==> config.mk <==
export PLATFORM = sky130hd
export DESIGN_NAME = serial_adder
export DESIGN_NICKNAME = d
export VERILOG_FILES = /design/src/rtl/serial_adder.sv
export SDC_FILE = /design/constraint.sdc
export NUM_CORES = 1
export LEC_CHECK = 0
export ABC_AREA = 1
export ABC_CLOCK_PERIOD_IN_PS = 3800
export BUFFER_PORTS_ARGS = -buffer_cell sky130_fd_sc_hd__buf_2
export CORE_MARGIN = 2
export CORE_UTILIZATION = 45
export CTS_BUF_LIST = sky130_fd_sc_hd__clkbuf_4 sky130_fd_sc_hd__clkbuf_8 sky130_fd_sc_hd__clkbuf_16
export CTS_CLUSTER_SIZE = 14
export DETAILED_ROUTE_END_ITERATION = 8
export PLACE_DENSITY_LB_ADDON = 0.3
export SETUP_SLACK_MARGIN = 0.02
export SYNTH_ARGS = -nofsm -noshare
export SYNTH_HDL_FRONTEND = slang
export SYNTH_SLANG_ARGS = --single-unit
==> constraint.sdc <==
create_clock -name clk -period 3.8 [get_ports clk]
set_clock_uncertainty 0.2 [all_clocks]
set_input_delay 0.19 -clock clk [delete_from_list [all_inputs] [get_ports clk]]
set_output_delay 0.19 -clock clk [all_outputs]
set_load 0.005 [all_outputs]
==> src/rtl/serial_adder.sv <==
// serial_adder: bit-serial LSB-first adder (one sum/carry cell) with a start/busy/done handshake.
// Optional SERIAL_ADDER_SUB_EN adds a sub port: a-b via inverted B and carry-in of 1.
module serial_adder #(
    parameter int WIDTH = 8
) (
    input  logic             clk,
    input  logic             rst_n,
    input  logic             start,
`ifdef SERIAL_ADDER_SUB_EN
    input  logic             sub,
`endif
    input  logic [WIDTH-1:0] a,
    input  logic [WIDTH-1:0] b,
    output logic             busy,
    output logic             done,
    output logic [WIDTH-1:0] sum,
    output logic             cout
);
    localparam int CNT_W = (WIDTH > 2) ? $clog2(WIDTH) : 1;
    localparam logic [CNT_W-1:0] LAST = CNT_W'(WIDTH - 1);

    typedef enum logic [1:0] {IDLE, RUN, DONE} state_t;

    state_t           state_q, state_d;
    logic [WIDTH-1:0] a_sr_q, a_sr_d;
    logic [WIDTH-1:0] b_sr_q, b_sr_d;
    logic [WIDTH-1:0] res_q, res_d;
    logic [WIDTH-1:0] sum_q, sum_d;
    logic             carry_q, carry_d;
    logic             cout_q, cout_d;
    logic [CNT_W-1:0] count_q, count_d;

    logic accept;
    logic last_bit;
    logic bit_s;
    logic carry_n;
    logic b_inv;
    logic carry_init;

    assign accept   = start && (state_q != RUN);
    assign last_bit = (state_q == RUN) && (count_q == LAST);
    assign bit_s    = a_sr_q[0] ^ b_sr_q[0] ^ carry_q;
    assign carry_n  = (a_sr_q[0] & b_sr_q[0]) | (a_sr_q[0] & carry_q) | (b_sr_q[0] & carry_q);

`ifdef SERIAL_ADDER_SUB_EN
    assign b_inv      = sub;
    assign carry_init = sub;
`else
    assign b_inv      = 1'b0;
    assign carry_init = 1'b0;
`endif

    always_ff @(posedge clk or negedge rst_n) begin
        if (!rst_n) begin
            state_q <= IDLE;
        end else begin
            state_q <= state_d;
        end
    end

    always_comb begin
        state_d = state_q;
        case (state_q)
            IDLE:    if (start) state_d = RUN;
            RUN:     if (count_q == LAST) state_d = DONE;
            DONE:    state_d = start ? RUN : IDLE;
            default: state_d = IDLE;
        endcase
    end

    always_comb begin
        busy = (state_q == RUN);
        done = (state_q == DONE);
        sum  = sum_q;
        cout = cout_q;
    end

    // Datapath: operands shift out LSB-first, result fills in from the MSB end.
    always_comb begin
        a_sr_d  = a_sr_q;
        b_sr_d  = b_sr_q;
        res_d   = res_q;
        carry_d = carry_q;
        count_d = count_q;
        sum_d   = sum_q;
        cout_d  = cout_q;
        if (accept) begin
            a_sr_d  = a;
            b_sr_d  = b_inv ? ~b : b;
            res_d   = '0;
            carry_d = carry_init;
            count_d = '0;
        end else if (state_q == RUN) begin
            a_sr_d  = {1'b0, a_sr_q[WIDTH-1:1]};
            b_sr_d  = {1'b0, b_sr_q[WIDTH-1:1]};
            res_d   = {bit_s, res_q[WIDTH-1:1]};
            carry_d = carry_n;
            count_d = count_q + CNT_W'(1);
            if (last_bit) begin
                sum_d  = {bit_s, res_q[WIDTH-1:1]};
                cout_d = carry_n;
            end
        end
    end

    always_ff @(posedge clk or negedge rst_n) begin
        if (!rst_n) begin
            a_sr_q  <= '0;
            b_sr_q  <= '0;
            res_q   <= '0;
            carry_q <= 1'b0;
            count_q <= '0;
            sum_q   <= '0;
            cout_q  <= 1'b0;
        end else begin
            a_sr_q  <= a_sr_d;
            b_sr_q  <= b_sr_d;
            res_q   <= res_d;
            carry_q <= carry_d;
            count_q <= count_d;
            sum_q   <= sum_d;
            cout_q  <= cout_d;
        end
    end
endmodule
Word-level counts from Yosys, hierarchy flattened
Index checks and enable logic that the tools add are counted.
{"block": "totals", "register_bits": 39, "output_inout_bits": 11, "word_cells": 43}
{"block": "classes", "addsub": 1, "n_eq_ne": 6, "muxes": 14, "bitwise": 8, "reduce_logical": 6}
{"op": "two-way mux 8 bit", "n": 6}
{"op": "two-way mux 3 bit", "n": 2}
{"op": "one-hot mux 2 bit (3 select lines)", "n": 1}
{"op": "two-way mux 2 bit", "n": 2}
{"op": "inequality test 2 x 1 -> 1 bit, second input constant", "n": 2}
{"op": "adder 3 x 1 -> 3 bit, second input constant", "n": 1}
{"op": "AND 1 bit", "n": 3}
{"op": "equality test 3 bit, second input constant", "n": 1}
{"op": "two-way mux 1 bit", "n": 3}
{"op": "AND reduction 3 bit", "n": 1}
{"op": "equality test 2 x 1 -> 1 bit, second input constant", "n": 1}
{"op": "equality test 2 bit, second input constant", "n": 1}
{"op": "logical AND 1 bit", "n": 2}
{"op": "zero test 2 bit", "n": 1}
{"op": "inequality test 2 bit, second input constant", "n": 1}
{"op": "OR 1 bit", "n": 2}
{"op": "AND reduction 2 bit", "n": 1}
{"op": "nonzero test 2 bit", "n": 1}
{"op": "bitwise XOR 1 bit", "n": 2}
{"op": "inverter 1 bit", "n": 1}

Depth between registers and ports, before layout
{"block": "logic_depth", "ltp_word": 5, "mapped_depth": 6, "depth_no_buf": 6}

Worst setup path after synthesis
Ideal clock, no wire load.
{"block": "synth_timing", "path_kind": "reg-to-reg", "start": "register count_q[0]", "end": "register sum_q[7] (netlist: sum[7])", "setup_time_ns": 0.117, "arrival_ns": 1.009, "slack_ns": 2.474, "stages_incl_launch_ff": 7, "cell_sequence": "dfrtp_1 ha_1 ha_1 inv_1 nor2_4 nand2_1 nand2_1"}
{"block": "synth_via", "elab_chain_len": 3}
{"item": "start: declaration", "line": "31", "text": "logic [CNT_W-1:0] count_q, count_d;"}
{"item": "start signal: assignment", "line": "120", "text": "count_q <= count_d;"}
{"item": "equality test 3 bit", "line": "41", "text": "assign last_bit = (state_q == RUN) && (count_q == LAST);"}
{"item": "logical AND 1 bit", "line": "41"}
{"item": "AND reduction 3 bit (no line)"}
{"item": "end signal: assignment", "line": "121", "text": "sum_q <= sum_d;"}
{"item": "end: declaration", "line": "28", "text": "logic [WIDTH-1:0] sum_q, sum_d;"}
Every way passes these cells.
A chain may end at the register's enable or synchronous reset.

Worst setup path in the final report
{"block": "layout_timing", "start": "register state_q[0]", "end": "output busy"}
{"block": "layout_via", "elab_chain_len": 1}
{"item": "start: declaration", "line": "24", "text": "state_t state_q, state_d;"}
{"item": "start signal: assignment", "line": "57", "text": "state_q <= state_d;"}
{"item": "equality test 2 x 1 -> 1 bit", "line": "72", "text": "busy = (state_q == RUN);"}
{"item": "end: declaration", "line": "14", "text": "output logic busy,"}
Every way passes these cells.

==> out/metrics.cfg <==
[cts]
h-tree-depth = 2
clk_latency_ns = 0.29
cts_made_buffers = 5
root_buffer = clkbuf_8
cts.sinks = 38
clkTransAtPathRegs_ns = 0.07
clockBufferDepth = 2
cts_tree = built
post_cts_resized = 0

[floorplanning]
initial_core_util_pct = 45.9
core_area_um2 = 3610
dieHeight_um = 64.7
die-area_um2 = 4180
rows = 22
pin_count = 30
die_w_um = 64.7

[global_routing]
grt_overflow = 0
grt_first_pass_wirelength_mm = 5.73
grt_max_degree = 47
grt_pass1_vias = 1336
antenna_found_initial = 0
grt.total_usage_pct = 17.6

[cells_and_area]
layout_common_cells = 63 x nand2_1, 57 x nand3_1, 38 x dfrtp_1
fin_nets = 247
antenna_cells = 0
num-fill-cells = 352
final_common_cell = nand2_1
design_area_um2 = 2050
drive_gt1_share_pct = 19.1
areaGrowthSynthToFinish_pct = 23.7
final_cells = 273

[routing]
wirelength_mm = 3.30
detail-route-antenna-nets = 0
avgRoutedWirePerCell_um = 12.1
dr.pass1.iters = 4
drt-vias-per-instance = 4.99
drt-initial-drc-count = 63
drc_errors = 0
num_vias = 1363

[critical_path]
crit_path_end_kind = output pin
cp-start-kind = flop
critical_path.max_fanout = 26
cp.arrival_ns = 1.46
path_delay_family = simple AND/OR/NAND/NOR gates
crit_buf_inv = 2
critPathRequiredTime_ns = 3.41
worst-setup-path-type = flop to output pin
cp_slowest_stage_delay_ns = 0.45
crit_path_top_delay_cell = nor2_4
cp_cell_sequence = inv_2, nor2_4, buf_2

[flow_run]
drv_cap = 0

[pwr]
ir_worst_vdd_v = 0.000332
power_uw = 1430
p_leak_uw = 0.00106
p_int_uw = 909
seqPwrFrac_pct = 47.7
combPwrFrac_pct = 33.4
clockPowerShare_pct = 18.9
switching_share_pct = 36.4
p_sw_uw = 520
pwr_density_cell_nw_per_um2 = 698

[yosys]
yosys_warnings = 0
synthesis.area_um2 = 1660
synthesis.nets = 204
synthCells = 182
seq_area_frac_synth_pct = 57.4
synth_area_per_cell_um2 = 9.10
ys_ff_latch = 38
ys_types = 16

[placement]
postPlaceCellArea_um2 = 1790
port_buffers = 29
dp_hpwl_mm = 1.93
gp_congestion = 0.701
dp_cells = 249

[timing]
drv_slew = 0
fin_crit_sh_pct = 48.7
setup_tns_ns = 0
slew_headroom_pct = 46.2
tightest_slew_ns = 0.807
rsz0062_at_grt = false
fin_crit_ns = 1.85
fmax_mhz = 540
setup_viol = 0
hold_violations = 0

[run_status]
outcome = finished clean

[hold_path]
worstHoldPathType = primary input to flop

-- metal layers --
layer  track usage [%]  wire length, µm  vias to the layer above
li1                  -                -                      683
met1              22.1             1540                      640
met2              29.0             1570                       32
met3              4.51              123                        8
met4              7.18               63                        0
met5                 0                0                        -
-- flip-flops by register name (all words and copies together), names as in the netlist --
name	cells
a_sr_q	8
b_sr_q	8
carry_q	1
count_q	3
cout	1
res_q	7
state_q	2
sum	8
-- per-stage QoR --
stage          hold slack (ns)  utilization [%]  setup WS, ns
2_1_floorplan           -0.306                -          2.47
3_3_place_gp             0.146             49.7          2.19
3_5_place_dp             0.139             49.7          2.12
4_1_cts                  0.118             56.8          1.93
5_1_grt                  0.156             56.8          1.85
6_report                 0.118             56.8          1.95
-- logic make-up after synthesis --
| logic type | Yosys count | share of synthesized area, % |
|---|---|---|
| adder cells (fa/ha/maj) | 3 | 2.72 |
| flip-flops | 38 | 57.4 |
| buffers and inverters | 14 | 4.99 |
| AO/OA/AOI/OAI | 2 | 0.680 |
| AND/OR/NAND/NOR | 125 | 34.2 |
-- area by class of cell --
type / instances / area, µm² / area share (%)
clock buffer: 7 / 83.8 / 4.10
timing repair buffer: 46 / 315 / 15.4
tap: 48 / 60.1 / 2.93
multi-input combinational: 130 / 622 / 30.4
inverter: 4 / 15.0 / 0.733
sequential: 38 / 951 / 46.5
-- worst min-delay path: cells and delay by family --
family / cells / cell delay (ns)
buf+inv: 1 / 0.21
simple gates: 2 / 0.17
-- power by group through the flow --
stage                     combinational [µW]  clock [µW]  sequential, µW
final                                    477         270             681
after global routing                     556         291             702
after CTS                                488         276             682
after detailed placement                 473           0             686
after global placement                   458           0             683
after floorplan                          372           0             672
-- worst paths after layout --
path / start / endpoint / slack [ns] / cells after the start
max: state_q[0]$_DFFE_PN0P_ / busy / 1.95 / 3
min in group asynchronous: rst_n / sum[5]$_DFFE_PN0P_ / 0.33 / 2
min reg2reg: sum[0]$_DFFE_PN0P_ / sum[0]$_DFFE_PN0P_ / 0.28 / 2
max in group asynchronous: rst_n / a_sr_q[5]$_DFFE_PN0P_ / 2.56 / 2
max reg2reg: state_q[0]$_DFFE_PN0P_ / cout$_DFFE_PN0P_ / 2.13 / 5
min: start / b_sr_q[7]$_DFFE_PN0P_ / 0.12 / 3
-- synthesized netlist by cell type --
cell type | count | area [µm²]
o22ai_1 | 1 | 6.26
inv_2 | 3 | 11.3
buf_4 | 2 | 15.0
buf_6 | 2 | 22.5
nor2_4 | 2 | 22.5
nand3_1 | 57 | 285
o21ai_0 | 1 | 5.00
nand2_1 | 63 | 236
nor2_1 | 1 | 3.75
dfrtp_1 | 38 | 951
fa_1 | 1 | 20.0
nand2_2 | 1 | 6.26
inv_1 | 1 | 3.75
nand2_4 | 1 | 11.3
buf_2 | 6 | 30.0
ha_1 | 2 | 25.0
-- what timing repair did --
action / 4_1_cts / 5_1_grt
endpoints found under the setup margin: 0 / 0
buffers inserted: 0 / 0
endpoints found under the hold margin: 54 / 0
hold buffers: 17 / 0
No activity file was read; power rests on OpenSTA's default activity.
